<file path="src/rtl/pc_fetch_sequencer.sv">
// PC owner and instruction-fetch sequencer: issues req/ready fetches, hands words to decode
// under valid/ready, applies execute redirects and discards wrong-path fetches.
module pc_fetch_sequencer #(
   parameter logic [31:0] RESET_PC = 32'h0040_0000,
   parameter int unsigned CNT_W    = 16
) (
   input  logic             clk,
   input  logic             rst,
   output logic             imem_req_o,
   output logic [31:0]      imem_addr_o,
   input  logic             imem_ready_i,
   input  logic [31:0]      imem_rdata_i,
   output logic             inst_valid_o,
   input  logic             dec_ready_i,
   output logic [31:0]      inst_out_o,
   output logic [31:0]      inst_pc_o,
   input  logic             resolve_valid_i,
   input  logic             is_jmp_i,
   input  logic             is_beq_i,
   input  logic             is_bne_i,
   input  logic             is_zero_i,
   input  logic [31:0]      jmp_target32_i,
   input  logic [31:0]      branch_target_addr_i,
   output logic             align_err_o,
   output logic [CNT_W-1:0] redirect_cnt_o
);

   typedef enum logic [1:0] {StBoot, StFetch, StHold, StDrain} state_e;

   state_e             state_q, state_d;
   logic [31:0]        pc_q, pc_d;
   logic [31:0]        pend_pc_q, pend_pc_d;
   logic               inst_valid_q, inst_valid_d;
   logic [31:0]        inst_out_q, inst_out_d;
   logic [31:0]        inst_pc_q, inst_pc_d;
   logic               align_err_q, align_err_d;
   logic [CNT_W-1:0]   redirect_cnt_q, redirect_cnt_d;

   logic               taken;
   logic [31:0]        target_raw;
   logic [31:0]        target;

   assign taken      = resolve_valid_i &
                       (is_jmp_i | (is_beq_i & is_zero_i) | (is_bne_i & ~is_zero_i));
   assign target_raw = is_jmp_i ? jmp_target32_i : branch_target_addr_i;
   assign target     = target_raw & ~32'h3;

   always_ff @(posedge clk or posedge rst) begin
      if (rst) begin
         state_q <= StBoot;
      end else begin
         state_q <= state_d;
      end
   end

   always_ff @(posedge clk or posedge rst) begin
      if (rst) begin
         pc_q           <= RESET_PC;
         pend_pc_q      <= RESET_PC;
         inst_valid_q   <= 1'b0;
         inst_out_q     <= 32'h0;
         inst_pc_q      <= RESET_PC;
         align_err_q    <= 1'b0;
         redirect_cnt_q <= '0;
      end else begin
         pc_q           <= pc_d;
         pend_pc_q      <= pend_pc_d;
         inst_valid_q   <= inst_valid_d;
         inst_out_q     <= inst_out_d;
         inst_pc_q      <= inst_pc_d;
         align_err_q    <= align_err_d;
         redirect_cnt_q <= redirect_cnt_d;
      end
   end

   always_comb begin
      state_d        = state_q;
      pc_d           = pc_q;
      pend_pc_d      = pend_pc_q;
      inst_valid_d   = inst_valid_q;
      inst_out_d     = inst_out_q;
      inst_pc_d      = inst_pc_q;
      align_err_d    = align_err_q | (taken & (target_raw[1:0] != 2'b00));
      redirect_cnt_d = redirect_cnt_q;
      if (taken && (redirect_cnt_q != {CNT_W{1'b1}})) begin
         redirect_cnt_d = redirect_cnt_q + CNT_W'(1);
      end

      unique case (state_q)
         StBoot: begin
            if (taken) begin
               pc_d = target;
            end
            state_d = StFetch;
         end
         StFetch: begin
            if (imem_ready_i) begin
               if (taken) begin
                  pc_d = target;
               end else begin
                  inst_out_d   = imem_rdata_i;
                  inst_pc_d    = pc_q;
                  pc_d         = pc_q + 32'd4;
                  inst_valid_d = 1'b1;
                  state_d      = StHold;
               end
            end else if (taken) begin
               // Request already issued must complete unchanged; park the target.
               pend_pc_d = target;
               state_d   = StDrain;
            end
         end
         StHold: begin
            if (taken) begin
               inst_valid_d = 1'b0;
               pc_d         = target;
               state_d      = StFetch;
            end else if (dec_ready_i) begin
               inst_valid_d = 1'b0;
               state_d      = StFetch;
            end
         end
         StDrain: begin
            if (taken) begin
               pend_pc_d = target;
            end
            if (imem_ready_i) begin
               pc_d    = taken ? target : pend_pc_q;
               state_d = StFetch;
            end
         end
         default: state_d = StBoot;
      endcase
   end

   always_comb begin
      imem_req_o = (state_q == StFetch) || (state_q == StDrain);
   end

   // The PC is only advanced or redirected once a request completes, so it is the live address.
   assign imem_addr_o    = pc_q;
   assign inst_valid_o   = inst_valid_q;
   assign inst_out_o     = inst_out_q;
   assign inst_pc_o      = inst_pc_q;
   assign align_err_o    = align_err_q;
   assign redirect_cnt_o = redirect_cnt_q;

endmodule

</file>
<file path="config.mk">
export PLATFORM = sky130hd
export DESIGN_NAME = pc_fetch_sequencer
export DESIGN_NICKNAME = d
export VERILOG_FILES = /design/src/rtl/pc_fetch_sequencer.sv
export SDC_FILE = /design/constraint.sdc
export NUM_CORES = 1
export LEC_CHECK = 0
export ABC_AREA = 1
export CAP_MARGIN = 5
export CORE_ASPECT_RATIO = 0.75
export CORE_MARGIN = 2
export CORE_UTILIZATION = 43
export DETAILED_ROUTE_END_ITERATION = 10
export GPL_ROUTABILITY_DRIVEN = 0
export HOLD_SLACK_MARGIN = 0.02
export PLACE_DENSITY = 0.76
export SETUP_SLACK_MARGIN = 0.15
export SLEW_MARGIN = 20
export SYNTH_ARGS = -nofsm -noshare
export SYNTH_HDL_FRONTEND = slang
export SYNTH_SLANG_ARGS = --single-unit
</file>
<file path="constraint.sdc">
create_clock -name clk -period 5 [get_ports clk]
set_input_delay 0.75 -clock clk [delete_from_list [all_inputs] [get_ports clk]]
set_output_delay 0.75 -clock clk [all_outputs]
set_load 0.005 [all_outputs]
</file>
==> impl_results.md <==
* Crit Reg-Reg Endpoint: inst_pc_o[8]
* Die Height at 119 um
* Hold buffers post-CTS at 0
* Synthesized flop and latch total at 148
* Unrepaired setup endpoints after global routing: no
* DRT iter0 DRCs at 809
* Maximum level of the CTS H-tree at 4
* Syn avg cell area at 7.45 sq um
* Period utilization at 0.732
* Netlist cell types at 37
* Hold path depth at 2
* Post-route ant nets at 0
* TritonCTS Buffers at 17
* Inst Count DP at 1434
* Drt first pass iters at 5
* Worst setup EP type: flop
* Hold path start: inst_out_o[24]
* Reg clk slew, reported paths at 0.06 ns
* Row cnt at 41
* Vias at 7553
* Final HPWL DP at 16400 um
* Startpoint types: primary input
* Most common cell after layout, fill and taps aside: nand2_1
* WHS at 0.470 ns
* Final Cell Area at 10500 sq um
* Commonest cells after routing, fill and taps aside: nand2_1 (400), clkdlybuf4s50_1 (219), dfrtp_1 (145)
* Worst Hold Class: flop to flop
* Initial antenna violation count at 0
* Clock skew at 0.00925 ns
* Maximum VDD drop at 0.252 mV
* Number of global-route vias before repair at 7046
* CTS root buffer: clkbuf_16
* Final WS setup at 1.34 ns
* Number of hold violations in the final report at 0
* Pre-CTS WS at 0.989 ns
* Io pins at 220
* CTS tree: done
* Min Clock Period, post-route at 3.66 ns
* Finished Layout Cells at 1465
* # Max-Cap Violations at 0
* Via density at 5.16
* Pwr Density at 547 nW/um^2
* Post-Syn Area at 7560 sq um
* Status: completed
* Total grt overflow at 0
* Clk buf depth at 2
* Crit path required time at 5.34 ns
* Actual slew at the worst max-slew pin at 0.903 ns
* # DRC at 0
* Post-Route WL at 22600 um
* Post-Syn Instances at 1015
* Final core occ at 0.616
* Setup slack, reg-to-reg at 2.65 ns
* Max_slew headroom at 0.398
* DP Area at 9920 sq um
* Post-CTS setup buffer count at 0
* CP arrival at 4.00 ns
* LEAKAGE at 4.94 nW
* Nets at 1324
* Seq/Total Area, Yosys at 0.490
* Worst Setup SP: is_jmp_i
* Fmax at 273 MHz
* Pin count of the biggest net entering global routing at 99
* Post-DR wirelength/cell at 15.4 um
* Cells on worst reg2reg path at 8
* Core ar. at 17000 sq um
* Gr usage total at 0.247
* Clk Latency, worst-skew pair at 0.43 ns
* Inserted Diodes at 0
* Crit-path max FO at 32
* # resized after CTS at 0
* First-pass GRT wire length at 36400 um
* Die area at 18700 sq um
* Final setup TNS at 0 ns
* Share of cells above drive strength 1 at 0.0570
* Port Buf Inserts at 219
* Total power at 5.74 mW
* Yosys warnings at 0
* Final setup fails at 0
* Die width at 157 um
* Starting Density at 0.444
* Worst r2r src: state_q[0]
* Mapped Nets at 1122
* Sinks on the clock net at 148
* Synth-to-layout area growth at 38.9%
* Crit Path Category: primary input to flop
* Slew Viols, Final at 0
* Hold EP: inst_out_o[24]
worst max-delay path: stages:
cell and delay, ns:
clkdlybuf4s50_1 0.45, buf_4 0.35, inv_2 0.30, nand3_2 0.18, nand2_4 0.22, inv_2 0.41
nor2_1 0.26, nor2_1 0.64, a21oi_1 0.19, a21oi_1 0.22
metal layers:
metal	vias up	routed length, um	track usage
li1	3633	-	-
met1	3539	10300	0.361
met2	351	9780	0.364
met3	30	2240	0.0728
met4	0	295	0.0568
met5	-	0	0
worst max path at each step:
| stage | endpoint | slack, ns | cells after the start |
|---|---|---|---|
| floorplan | align_err_o | 0.28 | 1 |
| global placement | imem_addr_o[19] | 1.15 | 12 |
| detailed placement | imem_addr_o[19] | 0.99 | 12 |
| CTS | imem_addr_o[29] | 1.41 | 10 |
| global route | imem_addr_o[19] | 1.11 | 12 |
| finish | imem_addr_o[29] | 1.34 | 10 |
logic make-up after synthesis:
| logic type | after synthesis | synth area share |
|---|---|---|
| XOR/XNOR | 16 | 0.0185 |
| AND/OR/NAND/NOR | 553 | 0.293 |
| flip-flops | 148 | 0.490 |
| adder cells (fa/ha/maj) | 2 | 0.00331 |
| multiplexers | 6 | 0.00794 |
| buffers and inverters | 130 | 0.0705 |
| AO/OA/AOI/OAI | 160 | 0.116 |
registers in the layout, summed over array words and instances (netlist names):
| signal | flops |
|---|---|
| align_err_o | 1 |
| pend_pc_q | 32 |
| inst_pc_o | 32 |
| inst_valid_o | 1 |
| inst_out_o | 32 |
| redirect_cnt_o | 16 |
| state_q | 2 |
| imem_addr_o | 32 |
where the power goes:
group / switching, mW / internal, mW / total (mW) / leakage [nW]
Combinational: 1.16 / 1.15 / 2.32 / 2.82
Clock: 0.539 / 0.740 / 1.28 / 0.282
Sequential: 0.434 / 1.71 / 2.14 / 1.83
cell usage after synthesis:
library cell  instances  area share
xor2_1               10       0.012
inv_2                 9      0.0045
nand3_2               1      0.0013
a22oi_1               2      0.0020
nand4_1               4      0.0033
and2_1                1     0.00083
clkbuf_1              7      0.0035
o21ai_2               1      0.0012
nor2_1               83       0.041
a41oi_1               1      0.0012
xnor2_1               6      0.0070
ha_1                  2      0.0033
nand2_1             400        0.20
nand2_2               3      0.0025
o21a_1                4      0.0040
nand2_4               1      0.0015
buf_1                 2     0.00099
dfstp_2               3       0.010
o31ai_1               7      0.0070
nor3b_1               1     0.00099
o22ai_1              13       0.011
a31oi_1               2      0.0017
nand3b_1              2      0.0020
mux2i_1               6      0.0079
nor2_2                9      0.0074
nand3_1              33       0.022
inv_1                78       0.039
o21ai_1              30       0.020
o21ai_0              51       0.034
o211ai_1              7      0.0070
nor3_1               12      0.0079
or2_2                 1     0.00083
dfrtp_1             145        0.48
buf_2                33       0.022
nor2_4                2      0.0030
a21oi_1              42       0.028
buf_4                 1     0.00099
layout make-up:
cell class,instances,area [sq um]
clock buffer,17,425
tap,236,295
sequential,148,3710
clock inverter,14,154
inverter,87,332
timing repair buffer,226,2260
multi-input combinational,737,3330
fill,1543,6530
Note: power is estimated with default switching activity, not from simulation.
